==> config.mk <==
export PLATFORM = sky130hd
export DESIGN_NAME = ahb_ram_bridge
export DESIGN_NICKNAME = d
export VERILOG_FILES = /design/src/rtl/ahb_ram_bridge.sv
export SDC_FILE = /design/constraint.sdc
export NUM_CORES = 1
export LEC_CHECK = 0
export BUFFER_PORTS_ARGS = -buffer_cell sky130_fd_sc_hd__buf_2
export CAP_MARGIN = 10
export CORE_AREA = 2 2 72 74
export CTS_BUF_LIST = sky130_fd_sc_hd__clkbuf_2 sky130_fd_sc_hd__clkbuf_4 sky130_fd_sc_hd__clkbuf_8
export DETAILED_ROUTE_END_ITERATION = 6
export DIE_AREA = 0 0 74 76
export PLACE_DENSITY_LB_ADDON = 0.15
export REMOVE_ABC_BUFFERS = 1
export SYNTH_ARGS = -nofsm -noshare
export SYNTH_HDL_FRONTEND = slang
export SYNTH_SLANG_ARGS = --single-unit
==> constraint.sdc <==
create_clock -name HCLK -period 1.9 [get_ports HCLK]
set_input_delay 0.095 -clock HCLK [delete_from_list [all_inputs] [get_ports HCLK]]
set_output_delay 0.095 -clock HCLK [all_outputs]
set_load 0.1 [all_outputs]
==> src/rtl/ahb_ram_bridge.sv <==
// AHB-Lite slave bridging pipelined address/data phases onto a single-port
// byte-writable data RAM. Reads issue in the address phase (zero wait) unless
// the RAM port is busy with a write data phase, which costs one stall cycle.
module ahb_ram_bridge #(
  parameter int unsigned AW = 11
) (
  input  logic          HCLK,
  input  logic          HRESETn,
  input  logic          HSEL,
  input  logic [31:0]   HADDR,
  input  logic [1:0]    HTRANS,
  input  logic          HWRITE,
  input  logic [2:0]    HSIZE,
  input  logic          HREADY,
  input  logic [31:0]   HWDATA,
  output logic [31:0]   HRDATA,
  output logic          HREADYOUT,
  output logic          HRESP,
  output logic          RAM_EN,
  output logic [3:0]    RAM_WE,
  output logic [AW-1:0] RAM_A,
  output logic [31:0]   RAM_Di,
  input  logic [31:0]   RAM_Do
);

  localparam logic [2:0] S_IDLE = 3'd0;
  localparam logic [2:0] S_RD   = 3'd1;
  localparam logic [2:0] S_WR   = 3'd2;
  localparam logic [2:0] S_RDS  = 3'd3;
  localparam logic [2:0] S_ERR1 = 3'd4;
  localparam logic [2:0] S_ERR2 = 3'd5;

  logic [2:0]    state_q, state_d;
  logic [AW-1:0] addr_q, addr_d;
  logic [3:0]    lanes_q, lanes_d;
  logic          write_q, write_d;

  logic          acc_c;
  logic          err_c;
  logic          ready_c;
  logic [3:0]    lanes_c;

  // Upper address bits are qualified by the system decoder; HTRANS[0] only
  // distinguishes SEQ from NONSEQ, which this slave treats identically.
  logic          unused_bits;
  assign unused_bits = ^{HADDR[31:AW+2], HTRANS[0]};

  assign acc_c   = HSEL & HREADY & HTRANS[1];
  assign ready_c = (state_q != S_RDS) && (state_q != S_ERR1);

  // Alignment / size legality of the transfer in its address phase.
  always_comb begin
    err_c = 1'b0;
    if (HSIZE > 3'd2)                             err_c = 1'b1;
    else if (HSIZE == 3'd1 && HADDR[0])           err_c = 1'b1;
    else if (HSIZE == 3'd2 && HADDR[1:0] != 2'b0) err_c = 1'b1;
  end

  // Byte-lane enables of the transfer in its address phase.
  always_comb begin
    lanes_c = 4'b1111;
    case (HSIZE[1:0])
      2'd0:    lanes_c = 4'b0001 << HADDR[1:0];
      2'd1:    lanes_c = 4'b0011 << {HADDR[1], 1'b0};
      default: lanes_c = 4'b1111;
    endcase
  end

  // Next-state and address-phase capture.
  always_comb begin
    state_d = state_q;
    addr_d  = addr_q;
    lanes_d = lanes_q;
    write_d = write_q;
    if (acc_c) begin
      addr_d  = HADDR[AW+1:2];
      lanes_d = lanes_c;
      write_d = HWRITE;
    end
    if (ready_c) begin
      if (!acc_c)                state_d = S_IDLE;
      else if (err_c)            state_d = S_ERR1;
      else if (HWRITE)           state_d = S_WR;
      else if (state_q == S_WR)  state_d = S_RDS;
      else                       state_d = S_RD;
    end else begin
      case (state_q)
        S_RDS:   state_d = S_RD;
        S_ERR1:  state_d = S_ERR2;
        default: state_d = S_IDLE;
      endcase
    end
  end

  // State and captured address-phase registers, synchronous reset.
  always_ff @(posedge HCLK) begin
    if (!HRESETn) begin
      state_q <= S_IDLE;
      addr_q  <= '0;
      lanes_q <= 4'b0;
      write_q <= 1'b0;
    end else begin
      state_q <= state_d;
      addr_q  <= addr_d;
      lanes_q <= lanes_d;
      write_q <= write_d;
    end
  end

  // Bus response and RAM port drive; RAM strobes are gated during reset.
  always_comb begin
    HRDATA    = RAM_Do;
    HREADYOUT = ready_c;
    HRESP     = 1'b0;
    RAM_EN    = 1'b0;
    RAM_WE    = 4'b0;
    RAM_A     = addr_q;
    RAM_Di    = HWDATA;
    case (state_q)
      S_WR: begin
        RAM_EN = 1'b1;
        RAM_WE = write_q ? lanes_q : 4'b0;
      end
      S_RDS: begin
        RAM_EN = 1'b1;
      end
      S_ERR1, S_ERR2: begin
        HRESP = 1'b1;
      end
      default: ;
    endcase
    if (acc_c && ready_c && !HWRITE && !err_c && state_q != S_WR) begin
      RAM_EN = 1'b1;
      RAM_A  = HADDR[AW+1:2];
    end
    if (!HRESETn) begin
      RAM_EN = 1'b0;
      RAM_WE = 4'b0;
    end
  end

endmodule

==> out/metrics.yaml, run 1 <==
yosys:
  synth_area_leaders: "buf_4 33%, dfxtp_1 26%, mux2_2 8.4%"
  yosysTopAreaCell: "buf_4"
  yosysSeqAreaShare_pct: 25.8
  synth_warnings: 0
  yosysUniqueCellTypes: 29
  syn_avg_cell_area_um2: 8.24
  syn_inst: 179
  synth_area_um2: 1480
  synth_top_area_share_pct: 32.6
  synth_seq_cells: 19
  synth_edf_count: 0
  synthFlopType: "dfxtp_1"
  async_flop_share_pct: 0
final_layout:
  register_area_um2: 385
  fin_nets: 269
  syn2layout_area_growth_pct: 11.4
  drive_gt1_share_pct: 46.9
  layout.cells.non_filler: 232
  n_antenna_cell: 0
  n_fill_cell: 521
  final_common_cell: "nand2_1"
  multi_input_area_um2: 597
  final_cell_mix: "26 x nand2_1, 23 x buf_2, 17 x dfxtp_1, 17 x buf_12, 13 x a21boi_0"
  design_area_um2: 1640
timing:
  tightest_slew_ps: 623
  max_freq_ghz: 0.494
  finalCriticalPeriod_ps: 2020
  final.setup.tns_ps: -1290
  finClkSkew_ps: 0.0430
  timing.final.ws_setup_ps: -124
  finalSetupViolCount: 11
  rsz0062_at_grt: "yes"
  finalHoldViolations: 0
  relSlewSlack_pct: 58.4
  finalCritPeriodShare_pct: 107
  hold_ws_ps: 84.6
  maxSlewViolCount: 0
clocking:
  clock-sinks: 19
  cts_root_buffer: "clkbuf_8"
  clk_path_buf_depth: 2
  clk_pin_slew_worst_paths_ps: 80
  cts_made_buffers: 3
  clk_latency_ps: 250
  htree_levels: 1
  cts_tree: "yes"
  cts_hold_buf: 0
placement:
  dp_cells: 228
  placed_area_um2: 1580
  routabilityCongestion: 0.875
  portBuffers: 39
  dp_hpwl_mm: 6.83
floorplan:
  num_io_pins: 188
  die_area_um2: 5620
  num_rows: 26
  start_util_pct: 30.0
  fp.coreArea_um2: 4910
  dieHeight_um: 76
  dieWidth_um: 74
drt:
  vias: 1155
  via_per_inst: 4.98
  wl_met1_mm: 1.38
  firstDrtPassIters: 4
  highest_layer: "met4"
  wl_per_cell_um: 33.8
  drc: 0
  dr_wl_met3_mm: 1.49
  drt-total-wl_mm: 7.85
  met2_length_mm: 3.86
  ant_nets: 0
  drtIter0Drc: 45
power_and_ir_drop:
  seqPwrFrac_pct: 44.5
  power_density_nw_per_um2: 576
  clockPowerShare_pct: 30.3
  leakage_nw: 0.655
  max-vdd-ir-drop_mv: 0.235
  power.share.switching_pct: 31.3
  combPwrFrac_pct: 25.2
  intPower_uw: 650
  power.switching_uw: 296
hold_path:
  hold_class: "input pin to register"
worst_setup_path:
  r2r_slack_ps: 630
  arrival_ps: 1930
  cp_max_fo: 11
  crit_path_start_kind: "input pin"
  crit_path_end_kind: "output pin"
  required_ps: 1800
  worst-setup-path-type: "input pin to output pin"
grt:
  grt_max_degree: 23
  grt_pass1_vias: 1148
  antenna_found_initial: 0
  grt_pass1_wl_mm: 9.84
  grt_overflow: 0
  grtUsageTotal_pct: 27.0
outcome:
  status: "finished, violations left"
  violations: "negative setup slack"
job:
  drv_cap: 0
-- metrics by stage --
step / worst slack (ps) / utilization, % / total power [mW]
2_1_floorplan: -594 / - / 0.560
3_3_place_gp: -120 / 32.1 / 0.661
3_5_place_dp: -120 / 32.1 / 0.665
4_1_cts: -121 / 33.1 / 0.956
5_1_grt: -185 / 33.4 / 0.988
6_report: -124 / 33.4 / 0.946
-- synth_stat cells, types with 2 or more instances --
cell	count
buf_4	64
dfxtp_1	19
o21ai_0	6
nor2_1	3
a21oi_1	4
and2_1	4
nor3_1	2
a21boi_0	13
mux2_2	11
nor2b_1	3
clkbuf_1	5
and3_1	2
nand2_1	26
a22oi_1	2
-- final cells by class --
| type | instances | area share [%] |
|---|---|---|
| inverters | 1 | 0.228 |
| clock buffers | 3 | 2.51 |
| flip-flops and latches | 19 | 23.5 |
| multi-input cells | 89 | 36.3 |
| clock inverters | 1 | 0.305 |
| repair buffers | 49 | 31.8 |
| well taps | 70 | 5.33 |
-- power by group through the flow --
stage	clock network, mW	registers (mW)	logic [mW]
2_1_floorplan	0	0.427	0.133
3_3_place_gp	0	0.429	0.232
3_5_place_dp	0	0.430	0.236
4_1_cts	0.298	0.421	0.237
5_1_grt	0.316	0.422	0.250
6_report	0.287	0.421	0.238
-- worst max-delay path, cell delays in order --
cell,delay [ps]
buf_2,110
or4_4,520
and2_4,170
nor4_4,310
buf_12,180
mux2_2,360
buf_12,170
-- flip-flops by register name, summed over array words and instances (netlist names) --
signal   count
write_q      1
state_q      3
addr_q      11
lanes_q      4
-- metal layers --
metal / global-route usage, % / vias up
li1: - / 494
met1: 13.4 / 489
met2: 45.4 / 125
met3: 20.0 / 47
met4: 33.1 / 0
met5: 8.08 / -
-- timing repair --
item                       4_1_cts  5_1_grt
cloned                           0        0
resized for setup                4        5
setup endpoints to repair       12       15
setup buffers                    0        0
-- cells by family (layout without fill, tap and decap cells) --
group	count (synthesis)	after routing	share of synthesized area, %
AO/OA/AOI/OAI	29	29	13.4
AND/OR/NAND/NOR	49	49	17.6
buffers and inverters	71	54	34.9
multiplexers	11	11	8.40
flip-flops	19	19	25.8
-- worst paths after layout --
| path | start | to | depth (start not counted) |
|---|---|---|---|
| worst max register to register | state_q[0] | state_q[0] | 4 |
| worst min-delay path | HADDR[3] | addr_q[1] | 3 |
| worst min register to register | lanes_q[2] | lanes_q[2] | 2 |
| worst max-delay path | HSIZE[0] | RAM_A[10] | 7 |
(Power assumes the default switching activity.)
==> run 2: changes to the inputs <==
- PLACE_DENSITY: default -> 0.77
- PLACE_DENSITY_LB_ADDON: 0.15 -> default
- TNS_END_PERCENT: default -> 5
==> run 2 against run 1 <==
Net effect: the run still ends with negative setup slack left; combinational power is 5% higher; non-clock buffer count is 3 higher; hold slack better by 8.7 ps.
==> out/metrics.yaml, run 2 (synthesis gave the netlist of run 1 again) <==
timing:
  max_freq_ghz: 0.506
  rsz0062_at_grt: "yes"
  maxSlewViolCount: 0
  hold_ws_ps: 93.3
  finalHoldViolations: 0
  relSlewSlack_pct: 60.5
  timing.final.ws_setup_ps: -76.1
  finalSetupViolCount: 11
  finalCritPeriodShare_pct: 104
  tightest_slew_ps: 592
  finalCriticalPeriod_ps: 1980
  finClkSkew_ps: 0.244
worst_setup_path:
  crit_family: "simple AND/OR/NAND/NOR gates"
  worst-setup-path-type: "input pin to output pin"
  crit_buf_inv: 3
  crit_path_start_kind: "input pin"
  crit_path_end_kind: "output pin"
  required_ps: 1800
  critical_path.max_stage_delay_ps: 520
  crit_chain: "buf_2 -> or4_4 -> and2_4 -> nor4_4 -> buf_6 -> mux2_4 -> buf_12"
  cp_max_fo: 6
  arrival_ps: 1880
  slowest_stage: "or4_4"
drt:
  ant_nets: 0
  via_per_inst: 4.91
  drc: 0
  vias: 1155
  drtIter0Drc: 27
  drt-total-wl_mm: 7.33
  firstDrtPassIters: 4
  wl_per_cell_um: 31.2
final_layout:
  syn2layout_area_growth_pct: 15.8
  final_cell_mix: "26 x nand2_1, 23 x buf_2, 16 x dfxtp_1, 16 x buf_12, 13 x a21boi_0"
  n_antenna_cell: 0
  regMostFlops: "addr_q"
  reg_top3: "addr_q x11, lanes_q x4, state_q x3"
  design_area_um2: 1710
  fin_nets: 272
  drive_gt1_share_pct: 46.7
  final_common_cell: "nand2_1"
  layout.cells.non_filler: 235
  largest_reg_flops: 11
job:
  drv_cap: 0
grt:
  grt_pass1_vias: 1124
  grt_pass1_wl_mm: 9.49
  grtUsageTotal_pct: 25.5
  grt_overflow: 0
  grt_max_degree: 18
  antenna_found_initial: 0
clocking:
  htree_levels: 1
  clk_pin_slew_worst_paths_ps: 70
  cts_made_buffers: 3
  clk_path_buf_depth: 2
  cts_root_buffer: "clkbuf_8"
  clock-sinks: 19
  clk_latency_ps: 260
  cts_tree: "yes"
placement:
  dp_hpwl_mm: 6.50
  dp_cells: 229
  placed_area_um2: 1570
  routabilityCongestion: 0.895
  portBuffers: 39
floorplan:
  num_io_pins: 188
  start_util_pct: 30.0
  num_rows: 26
  dieHeight_um: 76
  dieWidth_um: 74
  die_area_um2: 5620
  fp.coreArea_um2: 4910
power_and_ir_drop:
  max-vdd-ir-drop_mv: 0.330
  power.total_uw: 958
  leakage_nw: 0.688
  power_density_nw_per_um2: 561
outcome:
  violations: "negative setup slack"
  status: "finished, violations left"
hold_path:
  hold_class: "input pin to register"
==> run 2: changes by cell type in the layout (fill, tap and decap cells not counted), sizes merged <==
cell / delta
buf: +3
==> run 2: worst reg2reg max path, stage by stage, from the launching register on <==
cell and delay, ps:
dfxtp_4 370, or3b_4 380, o21ai_4 90, buf_4 130, buf_4 110, o21a_1 110
==> run 2: power breakdown <==
| part | leakage (nW) | switching [mW] | total [mW] | internal [mW] |
|---|---|---|---|---|
| logic | 0.506 | 0.149 | 0.251 | 0.102 |
| registers | 0.156 | 0.00829 | 0.419 | 0.411 |
| clock network | 0.0255 | 0.142 | 0.288 | 0.146 |
| total | 0.688 | 0.299 | 0.958 | 0.658 |
==> run 2: stage by stage <==
step / worst slack [ps] / setup TNS, ps / utilization [%]
3_5_place_dp: -119 / -1210 / 32.0
4_1_cts: -121 / -1260 / 34.6
6_report: -76.1 / -722 / 34.8
5_1_grt: -120 / -1210 / 34.8
2_1_floorplan: -594 / -2190 / -
3_3_place_gp: -106 / -1010 / 32.0
==> run 2: repair_timing <==
action | CTS | global route
gates cloned | 0 | 0
hold buffers | 0 | 0
setup buffers | 2 | 1
pin swaps | 1 | 1
resized for setup | 20 | 3
setup endpoints to repair | 12 | 12
==> run 2: area by class of cell <==
cell class	count	area, µm²
clock inverters	1	5.00
fillers	511	3200
clock buffers	3	41.3
multi-input cells	89	641
well taps	70	87.6
flip-flops and latches	19	389
inverters	1	3.75
repair buffers	52	541
==> run 2: path summary, 6_finish.rpt <==
path                                  from    endpoint  slack (ps)  cells past startpoint
worst max-delay path              HSIZE[0]    RAM_A[6]         -80                      7
worst min-delay path              HADDR[3]   addr_q[1]          90                      3
worst max register to register  state_q[1]  state_q[0]         650                      5
worst min register to register   addr_q[1]   addr_q[1]         460                      2
==> run 2: layer usage <==
layer | vias up | global-route usage [%] | wire [µm]
li1 | 499 | - | -
met1 | 494 | 12.6 | 1260
met2 | 138 | 50.7 | 4250
met3 | 24 | 20.5 | 1290
met4 | 0 | 14.4 | 526
met5 | - | 2.02 | 0
==> run 3: changes to the inputs <==
- clock period: 1.9 -> 2.1 ns (I/O delays scaled with it)
==> run 3 against run 2 <==
Net effect: the flow now finishes without violations; die area unchanged; critical path depth down 1; clock skew up 0.94 ps; combinational power down 19%; register-to-register slack better by 180 ps; sequential power down 9.1%; sequential cell count unchanged; final area down 7.5%; critical endpoint is now RAM_A[5]; largest cell class unchanged; largest power group unchanged.
==> out/metrics.yaml, run 3 (synthesis gave the netlist of run 1 again) <==
clocking:
  cts_tree: "yes"
  clk_latency_ps: 250
  cts_made_buffers: 3
  htree_levels: 1
  clock-sinks: 19
  cts_hold_buf: 0
  cts_root_buffer: "clkbuf_8"
  clk_pin_slew_worst_paths_ps: 70
  clk_path_buf_depth: 2
  cts_setup_buffers: 0
floorplan:
  fp.coreArea_um2: 4910
  die_area_um2: 5620
  start_util_pct: 30.0
  dieHeight_um: 76
  num_rows: 26
  dieWidth_um: 74
  num_io_pins: 188
timing:
  finalSetupViolCount: 0
  final.setup.tns_ps: 0
  relSlewSlack_pct: 55.3
  finalCriticalPeriod_ps: 2050
  finalHoldViolations: 0
  tightest_slew_ps: 669
  max_freq_ghz: 0.488
  rsz0062_at_grt: "yes"
  finalCritPeriodShare_pct: 97.5
  finClkSkew_ps: 1.19
  maxSlewViolCount: 0
worst_setup_path:
  slowest_stage: "mux2_2"
  crit_path_start_kind: "register"
  worst-setup-path-type: "register to output pin"
  required_ps: 2000
  crit_buf_inv: 3
  arrival_ps: 1940
  crit_family: "buffers and inverters"
  crit_path_end_kind: "output pin"
  crit_chain: "nor3b_1 -> buf_4 -> nor4_4 -> buf_6 -> mux2_2 -> buf_12"
  cp_max_fo: 7
  critical_path.max_stage_delay_ps: 360
final_layout:
  n_antenna_cell: 0
  layout.cells.non_filler: 227
  regMostFlops: "addr_q"
  syn2layout_area_growth_pct: 7.12
  drive_gt1_share_pct: 42.7
  final_cell_mix: "26 x nand2_1, 24 x buf_2, 17 x dfxtp_1"
  reg_top3: "addr_q x11, lanes_q x4, state_q x3"
  largest_reg_flops: 11
  n_fill_cell: 503
  final_common_cell: "nand2_1"
  fin_nets: 264
placement:
  routabilityCongestion: 0.878
  dp_cells: 223
  dp_hpwl_mm: 6.28
  portBuffers: 39
grt:
  antenna_found_initial: 0
  grt_overflow: 0
  grt_pass1_vias: 1017
  grt_max_degree: 23
  grtUsageTotal_pct: 24.3
  grt_pass1_wl_mm: 9.05
job:
  drv_cap: 0
power_and_ir_drop:
  leakage_nw: 0.628
  max-vdd-ir-drop_mv: 0.347
  power_density_nw_per_um2: 538
drt:
  drt-total-wl_mm: 6.88
  drc: 0
  firstDrtPassIters: 4
  wl_per_cell_um: 30.3
  via_per_inst: 4.89
  vias: 1110
  drtIter0Drc: 23
  ant_nets: 0
outcome:
  status: "finished, final reports clean"
hold_path:
  hold_class: "input pin to register"
-- run 3: changes by cell type in the layout (fill, tap and decap cells not counted), moves of 2 or more --
cell     change
mux2_2       +9
mux2_4       -9
buf_4        -8
dfxtp_4      -2
-- run 3: timing repair --
| item | in CTS | in global routing |
|---|---|---|
| endpoints found under the setup margin | 11 | 11 |
| resized for setup | 2 | 6 |
| pin swaps | 0 | 1 |
| gates cloned | 0 | 0 |
-- run 3: path summary, 6_finish.rpt --
path,from,endpoint,slack (ps),cells after the start
hold / removal,HADDR[2],addr_q[0],110,3
hold reg to reg,addr_q[7],addr_q[7],460,2
setup / recovery,state_q[1],RAM_A[5],50,6
setup reg to reg,state_q[2],state_q[0],830,4
-- run 3: routing by layer --
metal,vias up,GRT usage [%],share of wire (%)
met5,-,0,0
met4,0,9.64,4.8
met3,20,21.3,19
met2,147,48.4,59
met1,458,12.7,17
li1,485,-,-
-- run 3: final cells by class --
class / count / area, µm² / area share (%)
inverter: 1 / 3.75 / 0.238
clock buffer: 4 / 48.8 / 3.09
multi-input combinational: 89 / 592 / 37.5
tap: 70 / 87.6 / 5.54
sequential: 19 / 383 / 24.2
timing repair buffer: 44 / 465 / 29.5
-- run 3: worst min-delay path: stages --
cell	delay, ps
buf_2	100
nand2_1	40
a21boi_0	60
-- run 3: stage by stage --
step	total power [mW]	hold slack (ps)	setup slack (ps)	utilization, %	area, µm²
final	0.851	106	52.3	32.2	1580
after global placement	0.587	211	50.0	30.7	1510
after CTS	0.860	98.7	2.22	31.8	1560
after floorplan	0.507	210	-414	-	965
after global routing	0.891	102	-46.2	32.2	1580
after detailed placement	0.590	211	15.8	30.7	1510
-- run 3: where the power goes --
group | leakage, nW | switching [mW] | total, mW | internal (mW)
clock network | 0.0262 | 0.119 | 0.267 | 0.148
registers | 0.155 | 0.00749 | 0.381 | 0.373
logic | 0.447 | 0.127 | 0.203 | 0.0761
total | 0.628 | 0.254 | 0.851 | 0.597
